File: config.mk
export PLATFORM = sky130hd
export DESIGN_NAME = fsm_seq_alu_p
export DESIGN_NICKNAME = d
export VERILOG_FILES = /design/src/rtl/fsm_seq_pkg.sv /design/src/rtl/fsm_seq_alu_op.sv /design/src/rtl/fsm_seq_alu_p.sv
export SDC_FILE = /design/constraint.sdc
export NUM_CORES = 1
export LEC_CHECK = 0
export ABC_AREA = 1
export CAP_MARGIN = 0
export CORE_ASPECT_RATIO = 1.5
export CORE_MARGIN = 2
export CORE_UTILIZATION = 51
export DETAILED_ROUTE_END_ITERATION = 8
export PLACE_DENSITY = 0.76
export SLEW_MARGIN = 30
export SYNTH_ARGS = -nofsm -noshare
export SYNTH_HDL_FRONTEND = slang
export SYNTH_SLANG_ARGS = --single-unit
File: constraint.sdc
create_clock -name clk -period 1.81 [get_ports clk]
set_input_delay 0.362 -clock clk [delete_from_list [all_inputs] [get_ports clk]]
set_output_delay 0.362 -clock clk [all_outputs]
set_load 0.02 [all_outputs]
File: src/rtl/fsm_seq_pkg.sv
// Shared types and constants for the handshaked sequencer datapath.
package fsm_seq_pkg;

  localparam int unsigned STATE_W = 6;

  // One-hot state encodings
  localparam logic [STATE_W-1:0] S_IDLE   = 6'b000001;
  localparam logic [STATE_W-1:0] S_LOAD_A = 6'b000010;
  localparam logic [STATE_W-1:0] S_LOAD_B = 6'b000100;
  localparam logic [STATE_W-1:0] S_EXEC   = 6'b001000;
  localparam logic [STATE_W-1:0] S_OUT_A  = 6'b010000;
  localparam logic [STATE_W-1:0] S_OUT_B  = 6'b100000;

  typedef enum logic [STATE_W-1:0] {
    ST_IDLE   = S_IDLE,
    ST_LOAD_A = S_LOAD_A,
    ST_LOAD_B = S_LOAD_B,
    ST_EXEC   = S_EXEC,
    ST_OUT_A  = S_OUT_A,
    ST_OUT_B  = S_OUT_B
  } state_e;

  // Command modes
  localparam logic [1:0] MODE_CHAIN = 2'd0;
  localparam logic [1:0] MODE_ADD   = 2'd1;
  localparam logic [1:0] MODE_SUB   = 2'd2;
  localparam logic [1:0] MODE_SHL   = 2'd3;

  // Micro-op select for the combinational unit
  typedef enum logic [1:0] {
    OP_NOP = 2'd0,
    OP_ADD = 2'd1,
    OP_SUB = 2'd2,
    OP_SHL = 2'd3
  } op_e;

  // Step counter width covering max(3, 2^shift_w - 1) EXEC cycles
  function automatic int unsigned step_w(input int unsigned shift_w);
    int unsigned max_steps;
    max_steps = (32'd1 << shift_w) - 32'd1;
    if (max_steps < 32'd3) max_steps = 32'd3;
    return int'($clog2(max_steps + 32'd1));
  endfunction

endpackage

File: src/rtl/fsm_seq_alu_op.sv
// Combinational micro-op unit: one add, subtract or shift-left-by-one on A.
module fsm_seq_alu_op
  import fsm_seq_pkg::*;
#(
  parameter int unsigned WIDTH = 8
) (
  input  logic [WIDTH-1:0] a,
  input  logic [WIDTH-1:0] b,
  input  op_e              op,
  output logic [WIDTH-1:0] next_a,
  output logic             ovf_bit
);

  logic [WIDTH:0] sum_c;

  // Select the micro-op result and its carry/borrow/shift-out bit
  always_comb begin
    next_a  = a;
    ovf_bit = 1'b0;
    sum_c   = {1'b0, a} + {1'b0, b};
    case (op)
      OP_ADD: begin
        next_a  = sum_c[WIDTH-1:0];
        ovf_bit = sum_c[WIDTH];
      end
      OP_SUB: begin
        next_a  = a - b;
        ovf_bit = (a < b);
      end
      OP_SHL: begin
        next_a  = {a[WIDTH-2:0], 1'b0};
        ovf_bit = a[WIDTH-1];
      end
      default: begin
        next_a  = a;
        ovf_bit = 1'b0;
      end
    endcase
  end

endmodule

File: src/rtl/fsm_seq_alu_p.sv
// Handshaked sequencer: load A/B, run a mode-selected micro-op sequence, stream A then B.
module fsm_seq_alu_p
  import fsm_seq_pkg::*;
#(
  parameter int unsigned WIDTH   = 8,
  parameter int unsigned SHIFT_W = 3
) (
  input  logic               clk,
  input  logic               rst_n,
  input  logic               start,
  input  logic [1:0]         mode,
  input  logic [SHIFT_W-1:0] shamt,
  input  logic               in_valid,
  input  logic [WIDTH-1:0]   in_data,
  output logic               in_ready,
  output logic               out_valid,
  output logic [WIDTH-1:0]   out_data,
  output logic               out_last,
  input  logic               out_ready,
  output logic               busy,
  output logic               ovf,
  output logic               done
);

  localparam int unsigned STEP_W = step_w(SHIFT_W);

  state_e             state_q, state_d;
  logic [WIDTH-1:0]   a_q, a_d;
  logic [WIDTH-1:0]   b_q, b_d;
  logic [STEP_W-1:0]  step_q, step_d;
  logic [1:0]         mode_q, mode_d;
  logic [SHIFT_W-1:0] shamt_q, shamt_d;
  logic               ovf_q, ovf_d;
  logic               in_ready_q, in_ready_d;
  logic               out_valid_q, out_valid_d;
  logic [WIDTH-1:0]   out_data_q, out_data_d;
  logic               out_last_q, out_last_d;
  logic               busy_q, busy_d;
  logic               done_q, done_d;

  op_e                op_c;
  logic [STEP_W-1:0]  last_step_c;
  logic [WIDTH-1:0]   alu_next_a;
  logic               alu_ovf;

  fsm_seq_alu_op #(
    .WIDTH (WIDTH)
  ) u_alu_op (
    .a       (a_q),
    .b       (b_q),
    .op      (op_c),
    .next_a  (alu_next_a),
    .ovf_bit (alu_ovf)
  );

  // Micro-op for the current EXEC step
  always_comb begin
    op_c = OP_NOP;
    if (state_q == ST_EXEC) begin
      case (mode_q)
        MODE_CHAIN: begin
          if (step_q == STEP_W'(0))      op_c = OP_ADD;
          else if (step_q == STEP_W'(1)) op_c = OP_SUB;
          else                           op_c = OP_SHL;
        end
        MODE_ADD: op_c = OP_ADD;
        MODE_SUB: op_c = OP_SUB;
        default:  op_c = (shamt_q == SHIFT_W'(0)) ? OP_NOP : OP_SHL;
      endcase
    end
  end

  // Index of the final EXEC step; SHL with zero shift still spends one cycle
  always_comb begin
    last_step_c = STEP_W'(0);
    case (mode_q)
      MODE_CHAIN: last_step_c = STEP_W'(2);
      MODE_ADD:   last_step_c = STEP_W'(0);
      MODE_SUB:   last_step_c = STEP_W'(0);
      default: begin
        if (shamt_q == SHIFT_W'(0)) last_step_c = STEP_W'(0);
        else                        last_step_c = STEP_W'(shamt_q - SHIFT_W'(1));
      end
    endcase
  end

  // Next-state, datapath and registered-output decode
  always_comb begin
    state_d = state_q;
    a_d     = a_q;
    b_d     = b_q;
    step_d  = step_q;
    mode_d  = mode_q;
    shamt_d = shamt_q;
    ovf_d   = ovf_q;
    done_d  = 1'b0;

    case (state_q)
      ST_IDLE: begin
        if (start) begin
          mode_d  = mode;
          shamt_d = shamt;
          ovf_d   = 1'b0;
          state_d = ST_LOAD_A;
        end
      end
      ST_LOAD_A: begin
        if (in_valid && in_ready_q) begin
          a_d     = in_data;
          state_d = ST_LOAD_B;
        end
      end
      ST_LOAD_B: begin
        if (in_valid && in_ready_q) begin
          b_d     = in_data;
          step_d  = STEP_W'(0);
          state_d = ST_EXEC;
        end
      end
      ST_EXEC: begin
        a_d    = alu_next_a;
        ovf_d  = ovf_q | alu_ovf;
        step_d = step_q + STEP_W'(1);
        if (step_q == last_step_c) state_d = ST_OUT_A;
      end
      ST_OUT_A: begin
        if (out_ready) state_d = ST_OUT_B;
      end
      ST_OUT_B: begin
        if (out_ready) begin
          state_d = ST_IDLE;
          done_d  = 1'b1;
        end
      end
      default: state_d = ST_IDLE;
    endcase

    // Outputs are registered, so decode them from the next state
    in_ready_d  = (state_d == ST_LOAD_A) || (state_d == ST_LOAD_B);
    out_valid_d = (state_d == ST_OUT_A) || (state_d == ST_OUT_B);
    out_last_d  = (state_d == ST_OUT_B);
    busy_d      = (state_d != ST_IDLE);
    if (state_d == ST_OUT_A)      out_data_d = a_d;
    else if (state_d == ST_OUT_B) out_data_d = b_d;
    else                          out_data_d = '0;
  end

  // State, datapath and output registers
  always_ff @(posedge clk or negedge rst_n) begin
    if (!rst_n) begin
      state_q     <= ST_IDLE;
      a_q         <= '0;
      b_q         <= '0;
      step_q      <= '0;
      mode_q      <= '0;
      shamt_q     <= '0;
      ovf_q       <= 1'b0;
      in_ready_q  <= 1'b0;
      out_valid_q <= 1'b0;
      out_data_q  <= '0;
      out_last_q  <= 1'b0;
      busy_q      <= 1'b0;
      done_q      <= 1'b0;
    end else begin
      state_q     <= state_d;
      a_q         <= a_d;
      b_q         <= b_d;
      step_q      <= step_d;
      mode_q      <= mode_d;
      shamt_q     <= shamt_d;
      ovf_q       <= ovf_d;
      in_ready_q  <= in_ready_d;
      out_valid_q <= out_valid_d;
      out_data_q  <= out_data_d;
      out_last_q  <= out_last_d;
      busy_q      <= busy_d;
      done_q      <= done_d;
    end
  end

  assign in_ready  = in_ready_q;
  assign out_valid = out_valid_q;
  assign out_data  = out_data_q;
  assign out_last  = out_last_q;
  assign busy      = busy_q;
  assign ovf       = ovf_q;
  assign done      = done_q;

endmodule
### Yosys cells after proc, flatten, opt, wreduce, memory -nomap -nowiden

Cells that the tools add are included.

| word-level totals | value |
|---|---|
| flip-flop bits (word level) | 44 |
| input port bits | 18 |
| output and inout bits | 14 |

| cells by class | value |
|---|---|
| add/subtract/negate cells | 4 |
| order comparisons | 1 |
| equal/unequal tests | 20 |
| multiplexer cells | 28 |
| bitwise gates (word level) | 1 |
| reduce and logical (&&, ||, !) cells | 12 |

Operators with widths:

| cell | count |
|---|---|
| two-way mux 8 bit | 5 |
| two-way mux 6 bit | 6 |
| one-hot mux 6 bit (6 select lines) | 1 |
| one-hot mux 8 bit (3 select lines) | 1 |
| one-hot mux 8 bit (2 select lines) | 1 |
| == test 6 x 2 -> 1 bit (second input constant) | 2 |
| == test 6 x 3 -> 1 bit (second input constant) | 2 |
| == test 6 x 5 -> 1 bit (second input constant) | 2 |
| == test 6 bit (second input constant) | 2 |
| one-hot mux 3 bit (2 select lines) | 2 |
| adder 8 x 8 -> 9 bit | 1 |
| less-than comparator 8 bit | 1 |
| subtractor 8 bit | 1 |
| == test 2 bit (second input constant) | 3 |
| == test 6 x 1 -> 1 bit (second input constant) | 1 |
| == test 6 x 4 -> 1 bit (second input constant) | 1 |
| zero test 3 bit | 2 |
| two-way mux 2 bit | 3 |
| two-way mux 3 bit | 2 |
| inequality test 6 x 1 -> 1 bit (second input constant) | 1 |
| one-hot mux 2 bit (3 select lines) | 1 |
| AND reduction 2 bit | 3 |
| == test 2 x 1 -> 1 bit (second input constant) | 2 |
| two-way mux 1 bit | 4 |
| other kinds (13) | 16 |

### Longest topological paths before layout

Gate-level depths: netlist of run 1.

| depth | value |
|---|---|
| depth after elaboration | 9 |
| gate-level depth with buffers | 16 |

### Cells and area by module

A second synthesis of run 1 with hierarchy kept.

| second synthesis, totals | value |
|---|---|
| cell total of the unflattened synthesis | 405 |
| area, all modules | 2991.6 µm² |

Modules (own cells, without submodules):

| module | instances | cells each | area each (µm²) |
|---|---|---|---|
| fsm_seq_alu_p | 1 | 233 | 2045.7 |
| fsm_seq_alu_op | 1 | 172 | 945.9 |

### Worst setup path before layout of run 1

Ideal clock, no wire load.

| timing | value |
|---|---|
| path kind | register to register |
| start | register a_q[0] |
| end | register out_data_q[4] (netlist: out_data[4]) |
| setup time | 0.117 ns |
| data arrival time | 1.664 ns |
| required time | 1.693 ns |
| path slack | 0.029 ns |
| stages on the path, launching flop included | 13 |
| buffers on the path | 0 |
| period minus slack after synthesis | 1.781 ns |
| cell sequence | dfrtp_1 -> ha_1 -> fa_1 -> nand3_1 -> nand3_1 -> nand2_1 -> inv_1 -> nand2_1 -> nand2_1 -> o21ai_1 -> nand2_1 -> nand2_1 -> nand2_1 |

| on the way | value |
|---|---|
| word-level cells in the longest chain between the ends | 4 |
| elaborated cells on any way between the ends | 5 |
| classes of those cells | add/sub (2); mux (3) |

Ends and longest elaborated chain:

| element | line | RTL |
|---|---|---|
| from (decl) | fsm_seq_alu_p.sv:28 | `logic [WIDTH-1:0] a_q, a_d;` |
| from (signal assigned) | fsm_seq_alu_p.sv:152 | `a_q <= '0;` |
| from (signal assigned) | fsm_seq_alu_p.sv:166 | `a_q <= a_d;` |
| subtractor 8 bit / adder 8 x 8 -> 9 bit (equally long branches) | fsm_seq_alu_op.sv:27, fsm_seq_alu_op.sv:20 |  |
| one-hot mux 8 bit (3 select lines) * | fsm_seq_alu_op.sv:21 | `case (op)` |
| one-hot mux 8 bit (2 select lines) * | fsm_seq_alu_p.sv:98 | `case (state_q)` |
| named net a_d[4] | fsm_seq_alu_p.sv:28 |  |
| two-way mux 8 bit * | fsm_seq_alu_p.sv:143 | `if (state_d == ST_OUT_A) out_data_d = a_d;` |
| named net out_data_d[4] | fsm_seq_alu_p.sv:36 | `logic [WIDTH-1:0] out_data_q, out_data_d;` |
| to (signal assigned) | fsm_seq_alu_p.sv:174 | `out_data_q <= out_data_d;` |
| to (decl) | fsm_seq_alu_p.sv:36 |  |

The timed path passes the listed nets; every way through them passes the cells marked *.
A chain may end at the register's enable or synchronous reset.

### Final worst setup path of run 1

| timing | value |
|---|---|
| start | register b_q[0] |
| end | register ovf_q (netlist: ovf) |

| on the way | value |
|---|---|
| word-level cells in the longest chain between the ends | 4 |
| elaborated cells on any way between the ends | 5 |
| classes of those cells | add/sub (1); order compare (1); mux (2); bitwise (1) |

Ends and longest elaborated chain:

| element | line | RTL |
|---|---|---|
| from (decl) | fsm_seq_alu_p.sv:29 | `logic [WIDTH-1:0] b_q, b_d;` |
| from (signal assigned) | fsm_seq_alu_p.sv:153 | `b_q <= '0;` |
| from (signal assigned) | fsm_seq_alu_p.sv:167 | `b_q <= b_d;` |
| adder 8 x 8 -> 9 bit / less-than comparator 8 bit (equally long branches) | fsm_seq_alu_op.sv:20, fsm_seq_alu_op.sv:28 |  |
| one-hot mux 1 bit (3 select lines) * | fsm_seq_alu_op.sv:21 |  |
| bitwise OR 1 bit * | fsm_seq_alu_p.sv:122 | `ovf_d = ovf_q \| alu_ovf;` |
| one-hot mux 1 bit (2 select lines) * | fsm_seq_alu_p.sv:98 |  |
| to (signal assigned) | fsm_seq_alu_p.sv:171 | `ovf_q <= ovf_d;` |
| to (decl) | fsm_seq_alu_p.sv:33 | `logic ovf_q, ovf_d;` |

Mark *: on every way between the ends. The rest lies on a longest branch, timed or not.

==> summary.md, run 1 <==
| Metric | Value |
|---|---|
| Critical path type | `reg2reg` |
| Min-Delay Startpoint | `ovf` |
| Rows | `34` |
| CP Capture Type | `flip-flop` |
| VDD IR max | `0.853 mV` |
| Sequential share of power | `26.8%` |
| Hold Fails Final Rpt | `0` |
| Initial Utilization | `52.2%` |
| HPWL Detailed | `6.23 mm` |
| Die height | `97.9 µm` |
| Reg2reg setup slack | `-0.09 ns` |
| PD cells | `1270 nW/µm²` |
| Top post-synthesis cells by area | `dfrtp_1 (36%), nand2_1 (16%), ha_1 (8.8%)` |
| GPL Wtd Cong | `0.932` |
| ANT nets after route | `0` |
| Slew headroom | `70.5%` |
| Non-filler cells, final | `590` |
| Fin nets | `558` |
| Synthesis-stage register bit count | `44` |
| Final period util | `105%` |
| Psw | `2.35 mW` |
| Clock sinks | `44` |
| Register area | `1100 µm²` |
| Layout cells sized above 1 | `29.9%` |
| Deepest clock path buffer count | `2` |
| Critical Path Source | `b_q[0]` |
| First-pass DRT Iterations | `5` |
| Placed Area | `3800 µm²` |
| Hold-critical path depth | `2` |
| Number of vias per cell | `5.25` |
| Vias in the first global route | `3134` |
| H-tree levels | `2` |
| Area leader, netlist | `dfrtp_1` |
| Combinational share of power | `60.5%` |
| Max Slew Vio Count | `0` |
| Lkg Pwr | `2.23 nW` |
| DRT Wirelength | `8.88 mm` |
| Clock power frac | `12.7%` |
| Yosys warns | `0` |
| Share of the synthesized area in the top cell type | `35.9%` |
| Dpl cells | `564` |
| Worst-path clk slew | `0.08 ns` |
| WL/cell | `15.0 µm` |
| Slew @ Worst Pin | `0.443 ns` |
| Root Driver | `clkbuf_8` |
| Detailed Route Iter0 Violations | `187` |
| Switch share | `43.3%` |
| Die Area | `6520 µm²` |
| GRT Residual Overflow | `0` |
| First-pass GRT wire length | `14.0 mm` |
| Count of cell types in the netlist | `36` |
| Max Clk Rate | `526 MHz` |
| Max_cap viols | `0` |
| Die W | `66.6 µm` |
| IO Pins | `32` |
| Final Skew | `0.00543 ns` |
| Most frequent cells in the layout | `nand2_1 (118), buf_4 (69), inv_1 (48), dfrtp_1 (42), clkdlybuf4s50_1 (30)` |
| Final worst slack | `-0.0900 ns` |
| Final core occ | `74.4%` |
| P&R area growth vs syn | `42.4%` |
| Footprint of the multi-input gates | `1870 µm²` |
| FILL cells | `426` |
| Syn avg cell area | `7.30 µm²` |
| Largest net degree at the start of global routing | `20` |
| Port Buffer Count | `31` |
| Crit path launch type | `flip-flop` |
| Failing checks | `negative setup slack` |
| DR DRC count | `0` |
| Hold Path Class | `reg2reg` |
| Post-route cell area | `4270 µm²` |
| Worst r2r src | `b_q[0]` |
| Arr. time, crit path | `2.09 ns` |
| Sequential area share after synthesis | `36.8%` |
| RSZ-0062 raised after global routing | `true` |
| Gr usage total | `27.7%` |
| Final min period | `1.90 ns` |
| Synthesized instance count | `411` |
| CTS tree | `built` |
| Worst-Skew Late Latency | `0.30 ns` |
| Ant. Diodes | `0` |
| Int Pwr | `3.08 mW` |
| Worst R2R Path Depth | `10` |
| Fin Hold WS | `0.495 ns` |
| Initial antenna violation count | `0` |
| Core area | `5740 µm²` |
| Num CTS Buffers | `5` |
| Via Count | `3099` |
| Syn nets | `452` |
| Worst-path maximum fanout | `3` |
| Commonest non-fill, non-tap cell in the layout | `nand2_1` |
| Outcome | `finished with violations` |
| Worst Path Required | `2.00 ns` |
| Placement Setup Slack | `-0.215 ns` |
| Synth Cell Area | `3000 µm²` |
| Setup-failing EPs final | `10` |
==> final cells by class <==
type	instances	area share (%)
Inverter	61	5.36
Clock buffer	8	2.34
Sequential cell	44	25.8
Tap cell	72	2.11
Multi-Input combinational cell	301	43.8
Timing Repair Buffer	104	20.5
==> power groups by stage <==
stage | sequential [mW] | clock (mW) | combinational (mW)
after floorplan | 1.46 | 0 | 1.55
after global placement | 1.42 | 0 | 2.63
after detailed placement | 1.43 | 0 | 2.68
after CTS | 1.43 | 0.699 | 2.95
after global routing | 1.48 | 0.734 | 3.58
final | 1.46 | 0.688 | 3.29
==> path summary, 6_finish.rpt <==
check | end
min in group asynchronous | ovf
min reg2reg | ovf
max | ovf
min | ovf
max in group asynchronous | out_data[4]
max reg2reg | ovf
==> registers in the layout, summed over array words and instances, names as in the netlist <==
register	flops
mode_q	2
done	1
a_q	8
in_ready	1
busy	1
out_valid	1
shamt_q	3
b_q	8
out_last	1
state_q	6
ovf	1
out_data	8
step_q	3
==> cell usage after synthesis <==
library cell,number
ha_1,21
nand4_2,1
o21bai_1,1
nand4_1,8
o22ai_1,1
inv_2,4
a21oi_1,16
nor4_4,2
nor4_1,1
xnor2_1,2
nand2_4,2
nand2_1,125
o21ai_2,2
dfstp_2,1
buf_2,3
nand2_2,4
clkbuf_1,2
fa_1,2
o21ai_1,6
nor3_1,1
inv_1,56
a22oi_1,4
nand3_1,29
nor2_2,4
or2_1,1
dfrtp_1,43
nor2_8,1
and2_1,1
clkinv_1,1
xor2_1,5
o21ai_0,17
mux2_1,1
nor2_4,1
nor2_1,39
nand3b_1,1
or2_2,2
==> per-stage QoR <==
stage | TNS [ns] | total power [mW]
floorplan | 0 | 3.02
global placement | -0.730 | 4.05
detailed placement | -1.29 | 4.12
CTS | -0.177 | 5.08
global route | -2.08 | 5.80
finish | -0.577 | 5.43
==> what timing repair did <==
action | 4_1_cts | 5_1_grt
hold buffers | 1 | 0
endpoints found under the hold margin | 10 | 0
buffers inserted | 8 | 9
resized for setup | 37 | 33
endpoints found under the setup margin | 15 | 19
pin swaps | 18 | 23
==> logic make-up after synthesis <==
family,share of synthesized area (%)
and+or+nand+nor,33.8
xor gates and xnor gates,2.04
buffers and inverters,8.39
muxes,0.375
adders and majority gates,10.1
DFF,36.8
AOI/OAI and AO/OA,8.55
==> metal layers <==
| metal | share of wire [%] | track usage (%) |
|---|---|---|
| met3 | 3.9 | 3.11 |
| met2 | 54 | 49.8 |
| met5 | 0 | 0 |
| met4 | 4.8 | 11.9 |
| met1 | 38 | 32.0 |
==> worst max-delay path, cell delays in order (launching register included) <==
cell and delay [ns]:
dfrtp_1 0.42, ha_2 0.22, fa_2 0.35, nand4_1 0.13, nand3_1 0.10, nand2_1 0.09, nand2_1 0.07, a21oi_2 0.13
nor2_1 0.05, nor2_1 0.15, nand2_1 0.08
(Power assumes the default switching activity.)
==> run 2: changes to the inputs <==
CORE_MARGIN = 4   (was 2)
==> summary.md, run 2 (synthesis results as in run 1) <==
| Metric | Value |
|---|---|
| Outcome | `finished with violations (unchanged)` |
| Failing checks | `negative setup slack (unchanged)` |
| Rows | `34 (unchanged)` |
| HPWL Detailed | `6.43 mm (was 6.23 mm)` |
| Num CTS Buffers | `5 (unchanged)` |
| Worst-path maximum fanout | `5 (was 3)` |
| CTS Hold Buffers Added | `0 (was 1)` |
| Worst-Skew Late Latency | `0.30 ns (about the same)` |
| Layout cells sized above 1 | `34.9% (was 29.9%)` |
| ANT nets after route | `0 (unchanged)` |
| Die W | `70.6 µm (was 66.6 µm)` |
| CP Capture Type | `flip-flop (unchanged)` |
| Setup TNS | `-1.08 ns (was -0.577 ns)` |
| Hold Fails Final Rpt | `0 (unchanged)` |
| Max Slew Vio Count | `0 (unchanged)` |
| Commonest non-fill, non-tap cell in the layout | `nand2_1 (unchanged)` |
| Worst r2r src | `step_q[0] (was b_q[0])` |
| Slowest cell on crit path | `dfrtp_1 (unchanged)` |
| WL/cell | `17.1 µm (was 15.0 µm)` |
| PD cells | `1310 nW/µm² (was 1270 nW/µm²)` |
| Port Buffer Count | `31 (unchanged)` |
| Number of vias per cell | `5.54 (was 5.25)` |
| GRT Residual Overflow | `0 (unchanged)` |
| Root Driver | `clkbuf_8 (unchanged)` |
| Vias in the first global route | `3171 (was 3134)` |
| Max_cap viols | `0 (unchanged)` |
| P&R area growth vs syn | `49.6% (was 42.4%)` |
| Slew @ Worst Pin | `0.382 ns (was 0.443 ns)` |
| Core area | `5740 µm² (unchanged)` |
| Initial antenna violation count | `0 (unchanged)` |
| VDD IR max | `0.991 mV (was 0.853 mV)` |
| Critical Path Source | `step_q[0] (was b_q[0])` |
| Setup-failing EPs final | `12 (was 10)` |
| Hold Path Class | `in2async (was reg2reg)` |
| Gr usage total | `25.0% (was 27.7%)` |
| Final period util | `108% (was 105%)` |
| First-pass GRT wire length | `14.2 mm (was 14.0 mm)` |
| Slew headroom | `74.3% (was 70.5%)` |
| CP max stage delay | `0.44 ns (was 0.42 ns)` |
| Most frequent cells in the layout | `nand2_1 (103), buf_4 (66), inv_1 (47), dfrtp_1 (40), nor2_1 (33) (was nand2_1 (118), buf_4 (69), inv_1 (48), dfrtp_1 (42), clkdlybuf4s50_1 (30))` |
| Fin nets | `561 (was 558)` |
| RSZ-0062 raised after global routing | `true (unchanged)` |
| Fin Hold WS | `0.0145 ns (was 0.495 ns)` |
| Arr. time, crit path | `2.20 ns (was 2.09 ns)` |
| Final Skew | `0.00369 ns (was 0.00543 ns)` |
| GPL Wtd Cong | `0.929 (was 0.932)` |
| Dpl cells | `565 (was 564)` |
| Deepest clock path buffer count | `2 (unchanged)` |
| Die height | `102 µm (was 97.9 µm)` |
| Clock sinks | `44 (unchanged)` |
| Crit path launch type | `flip-flop (unchanged)` |
| CTS tree | `built (unchanged)` |
| Crit-path cells | `inv_2 -> ha_2 -> nor2_1 -> nand2_1 -> nand2_2 -> nand2_8 -> nor2_4 -> nand2_2 -> o21ai_2 -> nor2_2 -> nand2_1 -> nand2_1 -> nand2_1 (was ha_2 -> fa_2 -> nand4_1 -> nand3_1 -> nand2_1 -> nand2_1 -> a21oi_2 -> nor2_1 -> nor2_1 -> nand2_1)` |
| DRT Wirelength | `10.2 mm (was 8.88 mm)` |
| Worst Path Required | `2.05 ns (was 2.00 ns)` |
| First-pass DRT Iterations | `6 (was 5)` |
| CP most frequent cell | `nand2_1 (unchanged)` |
| Final worst slack | `-0.143 ns (was -0.0900 ns)` |
| Critical path type | `reg2reg (unchanged)` |
| Initial Utilization | `52.2% (unchanged)` |
| DR DRC count | `0 (unchanged)` |
| Final core occ | `78.1% (was 74.4%)` |
| Final min period | `1.95 ns (was 1.90 ns)` |
| Placement Setup Slack | `-0.170 ns (was -0.215 ns)` |
| Die Area | `7200 µm² (was 6520 µm²)` |
| Max Clk Rate | `512 MHz (was 526 MHz)` |
| Detailed Route Iter0 Violations | `200 (was 187)` |
| H-tree levels | `2 (unchanged)` |
| Via Count | `3285 (was 3099)` |
| Non-filler cells, final | `593 (was 590)` |
| Largest net degree at the start of global routing | `45 (was 20)` |
| Worst-path clk slew | `0.09 ns (was 0.08 ns)` |
| Lkg Pwr | `2.28 nW (was 2.23 nW)` |
| IO Pins | `32 (unchanged)` |
| Ant. Diodes | `0 (unchanged)` |
-- run 2: cell types whose count changed in the layout (fill, tap and decap cells not counted), sizes merged --
cell / change
clkbuf: -2
dlygate4sd3: -1
buf: +4
clkinv: +1
bufinv: +1
-- run 2: where the power goes --
group | internal [mW] | switching, mW | total (mW)
logic | 1.62 | 2.00 | 3.62
registers | 1.24 | 0.235 | 1.47
clock network | 0.411 | 0.366 | 0.776
-- run 2: worst paths after layout --
check                              endpoint  slack [ns]  depth (start not counted)
min in group clk                        ovf        0.50                          2
worst min-delay path                 b_q[4]        0.01                          2
worst max register to register  out_data[5]       -0.14                         13
max in group asynchronous        state_q[0]        1.51                          2
worst min register to register          ovf        0.50                          2
worst max-delay path            out_data[5]       -0.14                         13
-- run 2: cell type report --
cell class / count / area [µm²]
sequential: 44 / 1110
fill: 379 / 1260
timing repair buffer: 107 / 948
tap: 72 / 90.1
inverter: 61 / 236
multi-input combinational: 301 / 2000
clock inverter: 2 / 35.0
clock buffer: 6 / 72.6
-- run 2: what timing repair did --
| action | CTS | global route |
|---|---|---|
| pin swaps | 26 | 44 |
| setup buffers | 6 | 15 |
| endpoints found under the hold margin | 0 | 0 |
| gates cloned | 0 | 0 |
| gates resized for setup | 45 | 66 |
| setup endpoints to repair | 17 | 21 |
-- run 2: layer usage --
metal	routed length (µm)	track usage [%]	vias to the layer above
li1	-	-	1524
met1	3620	25.6	1556
met2	5460	47.4	149
met3	437	3.25	56
met4	657	16.1	0
met5	0	0	-
-- run 2: metrics by stage --
| stage | power [mW] | area [µm²] |
|---|---|---|
| after floorplan | 3.02 | 3000 |
| after global routing | 6.21 | 4490 |
| after detailed placement | 4.09 | 3820 |
| after CTS | 5.19 | 4130 |
| after global placement | 4.01 | 3820 |
| final | 5.87 | 4490 |
-- run 2: worst max-delay path, delay by kind of cell, from the launching register on --
kind                     cells  cell delay [ns]
AND/OR/NAND/NOR             10             1.04
flip-flops                   1             0.44
adder cells (fa/ha/maj)      1             0.19
AO/OA/AOI/OAI                1             0.16
buffers and inverters        1             0.06
==> run 3: changes to the inputs <==
MAX_ROUTING_LAYER = met4   (was unset)
SLEW_MARGIN = unset   (was 30)
==> summary.md, run 3 (synthesis results as in run 1) <==
| Metric | Value |
|---|---|
| Outcome | `finished with violations (unchanged)` |
| Failing checks | `negative setup slack (unchanged)` |
| Ant. Diodes | `0 (unchanged)` |
| Vias in the first global route | `3141 (was 3171)` |
| Detailed Route Iter0 Violations | `139 (was 200)` |
| Max Clk Rate | `502 MHz (was 512 MHz)` |
| Gr usage total | `24.7% (was 25.0%)` |
| Initial Utilization | `52.2% (unchanged)` |
| Initial antenna violation count | `0 (unchanged)` |
| GRT Residual Overflow | `0 (unchanged)` |
| Crit-path cells | `nor2_2 -> ha_2 -> nor2_2 -> inv_2 -> nand2_2 -> nand2_4 -> inv_4 -> buf_4 -> nand3_1 -> o21ai_1 -> a21oi_1 -> nand2_1 -> nand2_1 -> nand2_1 (was inv_2 -> ha_2 -> nor2_1 -> nand2_1 -> nand2_2 -> nand2_8 -> nor2_4 -> nand2_2 -> o21ai_2 -> nor2_2 -> nand2_1 -> nand2_1 -> nand2_1)` |
| Fin nets | `554 (was 561)` |
| Critical path type | `reg2reg (unchanged)` |
| Number of vias per cell | `5.32 (was 5.54)` |
| Worst Path Required | `2.01 ns (was 2.05 ns)` |
| Placed Area | `3830 µm² (was 3820 µm²)` |
| Slew @ Worst Pin | `0.276 ns (was 0.382 ns)` |
| VDD IR max | `1.01 mV (was 0.991 mV)` |
| First-pass GRT wire length | `13.6 mm (was 14.2 mm)` |
| DR DRC count | `0 (unchanged)` |
| Pwr Total | `5.51 mW (was 5.87 mW)` |
| Worst-path maximum fanout | `4 (was 5)` |
| Final Skew | `0.00798 ns (was 0.00369 ns)` |
| Setup TNS | `-0.704 ns (was -1.08 ns)` |
| Footprint of the multi-input gates | `1980 µm² (was 2000 µm²)` |
| IO Pins | `32 (unchanged)` |
| Slowest cell on crit path | `dfrtp_1 (unchanged)` |
| Worst r2r src | `shamt_q[0] (was step_q[0])` |
| Die Area | `7200 µm² (unchanged)` |
| DRT Wirelength | `8.92 mm (was 10.2 mm)` |
| Hold Path Class | `in2async (unchanged)` |
| HPWL Detailed | `6.39 mm (was 6.43 mm)` |
| FILL cells | `425 (was 379)` |
| Placement Setup Slack | `-0.197 ns (was -0.170 ns)` |
| WL/cell | `15.2 µm (was 17.1 µm)` |
| Rows | `34 (unchanged)` |
| Largest net degree at the start of global routing | `45 (unchanged)` |
| CP most frequent cell | `nand2_1 (unchanged)` |
| Via Count | `3116 (was 3285)` |
| Worst-path clk slew | `0.09 ns (about the same)` |
| Slew headroom | `81.4% (was 74.3%)` |
| Lkg Pwr | `2.22 nW (was 2.28 nW)` |
| GPL Wtd Cong | `0.904 (was 0.929)` |
| P&R area growth vs syn | `45.0% (was 49.6%)` |
| Final period util | `110% (was 108%)` |
| Crit path launch type | `flip-flop (unchanged)` |
| Layout cells sized above 1 | `32.1% (was 34.9%)` |
| Final core occ | `75.7% (was 78.1%)` |
| H-tree levels | `2 (unchanged)` |
| Commonest non-fill, non-tap cell in the layout | `nand2_1 (unchanged)` |
| Port Buffer Count | `31 (unchanged)` |
| PD cells | `1270 nW/µm² (was 1310 nW/µm²)` |
| CP max stage delay | `0.39 ns (was 0.44 ns)` |
| Worst-Skew Late Latency | `0.30 ns (about the same)` |
| Root Driver | `clkbuf_8 (unchanged)` |
| Final min period | `1.99 ns (was 1.95 ns)` |
| Worst R2R Path Depth | `14 (was 13)` |
| Register area | `1100 µm² (was 1110 µm²)` |
| Max_cap viols | `0 (unchanged)` |
| CTS tree | `built (unchanged)` |
| Reg2reg setup slack | `-0.18 ns (was -0.14 ns)` |
| Final worst slack | `-0.183 ns (was -0.143 ns)` |
| Arr. time, crit path | `2.19 ns (was 2.20 ns)` |
| RSZ-0062 raised after global routing | `true (unchanged)` |
| Clock sinks | `44 (unchanged)` |
| Die W | `70.6 µm (unchanged)` |
| Post-route cell area | `4350 µm² (was 4490 µm²)` |
| Max Slew Vio Count | `0 (unchanged)` |
| CTS Hold Buffers Added | `0 (unchanged)` |
| CP Capture Type | `flip-flop (unchanged)` |
| Deepest clock path buffer count | `2 (unchanged)` |
| Die height | `102 µm (unchanged)` |
| Setup-failing EPs final | `11 (was 12)` |
| First-pass DRT Iterations | `5 (was 6)` |
| Hold Fails Final Rpt | `0 (unchanged)` |
| ANT nets after route | `0 (unchanged)` |
| Reg-to-Reg End | `out_data[1] (was out_data[5])` |
| Num CTS Buffers | `5 (unchanged)` |
| Core area | `5740 µm² (unchanged)` |
| Most frequent cells in the layout | `nand2_1 (110), buf_4 (66), inv_1 (48), dfrtp_1 (41) (was nand2_1 (103), buf_4 (66), inv_1 (47), dfrtp_1 (40), nor2_1 (33))` |
[run 3: layout make-up]
type	count	area share [%]
Inverter	61	5.32
Clock buffer	8	2.07
Timing Repair Buffer	100	19.6
Tap cell	72	2.07
Sequential cell	44	25.4
Multi-Input combinational cell	301	45.5
[run 3: what timing repair did]
item                                   in CTS  in global routing
pin swaps                                  16                 31
endpoints found under the hold margin       0                  0
buffers inserted                            6                  5
setup endpoints to repair                  16                 20
gates resized for setup                    33                 60
[run 3: layer usage]
metal,vias up,global-route usage (%),share of wire (%)
li1,1512,-,-
met1,1492,24.3,37
met2,73,44.7,55
met3,39,3.54,2.6
met4,0,16.9,5.3
met5,-,-,0
[run 3: stage by stage]
step | hold slack (ns) | std cells
2_1_floorplan | 0.0664 | 411
3_3_place_gp | 0.352 | 569
3_5_place_dp | 0.360 | 569
4_1_cts | 0.0404 | 583
5_1_grt | 0.0425 | 586
6_report | 0.0242 | 586
[run 3: worst max-delay path by stage]
stage	cells past startpoint	slack (ns)	to	startpoint
after detailed placement	12	-0.20	out_data[4]	a_q[0]
after global placement	12	-0.13	out_data[4]	a_q[0]
after CTS	12	-0.06	out_data[4]	a_q[0]
after floorplan	12	0.03	out_data[4]	a_q[0]
after global routing	14	-0.30	out_data[1]	shamt_q[0]
final	14	-0.18	out_data[1]	shamt_q[0]
[run 3: report_power, final]
part	internal, mW	leakage, nW	switching [mW]
clock network	0.312	0.0455	0.336
logic	1.54	1.63	1.87
registers	1.24	0.552	0.217
[run 3: worst max-delay path: cells and delay by family, from the launching register on]
family	cells	cell delay, ns
flops	1	0.39
fa+ha+maj	1	0.19
simple gates	8	0.74
buf+inv	3	0.30
compound gates	2	0.27
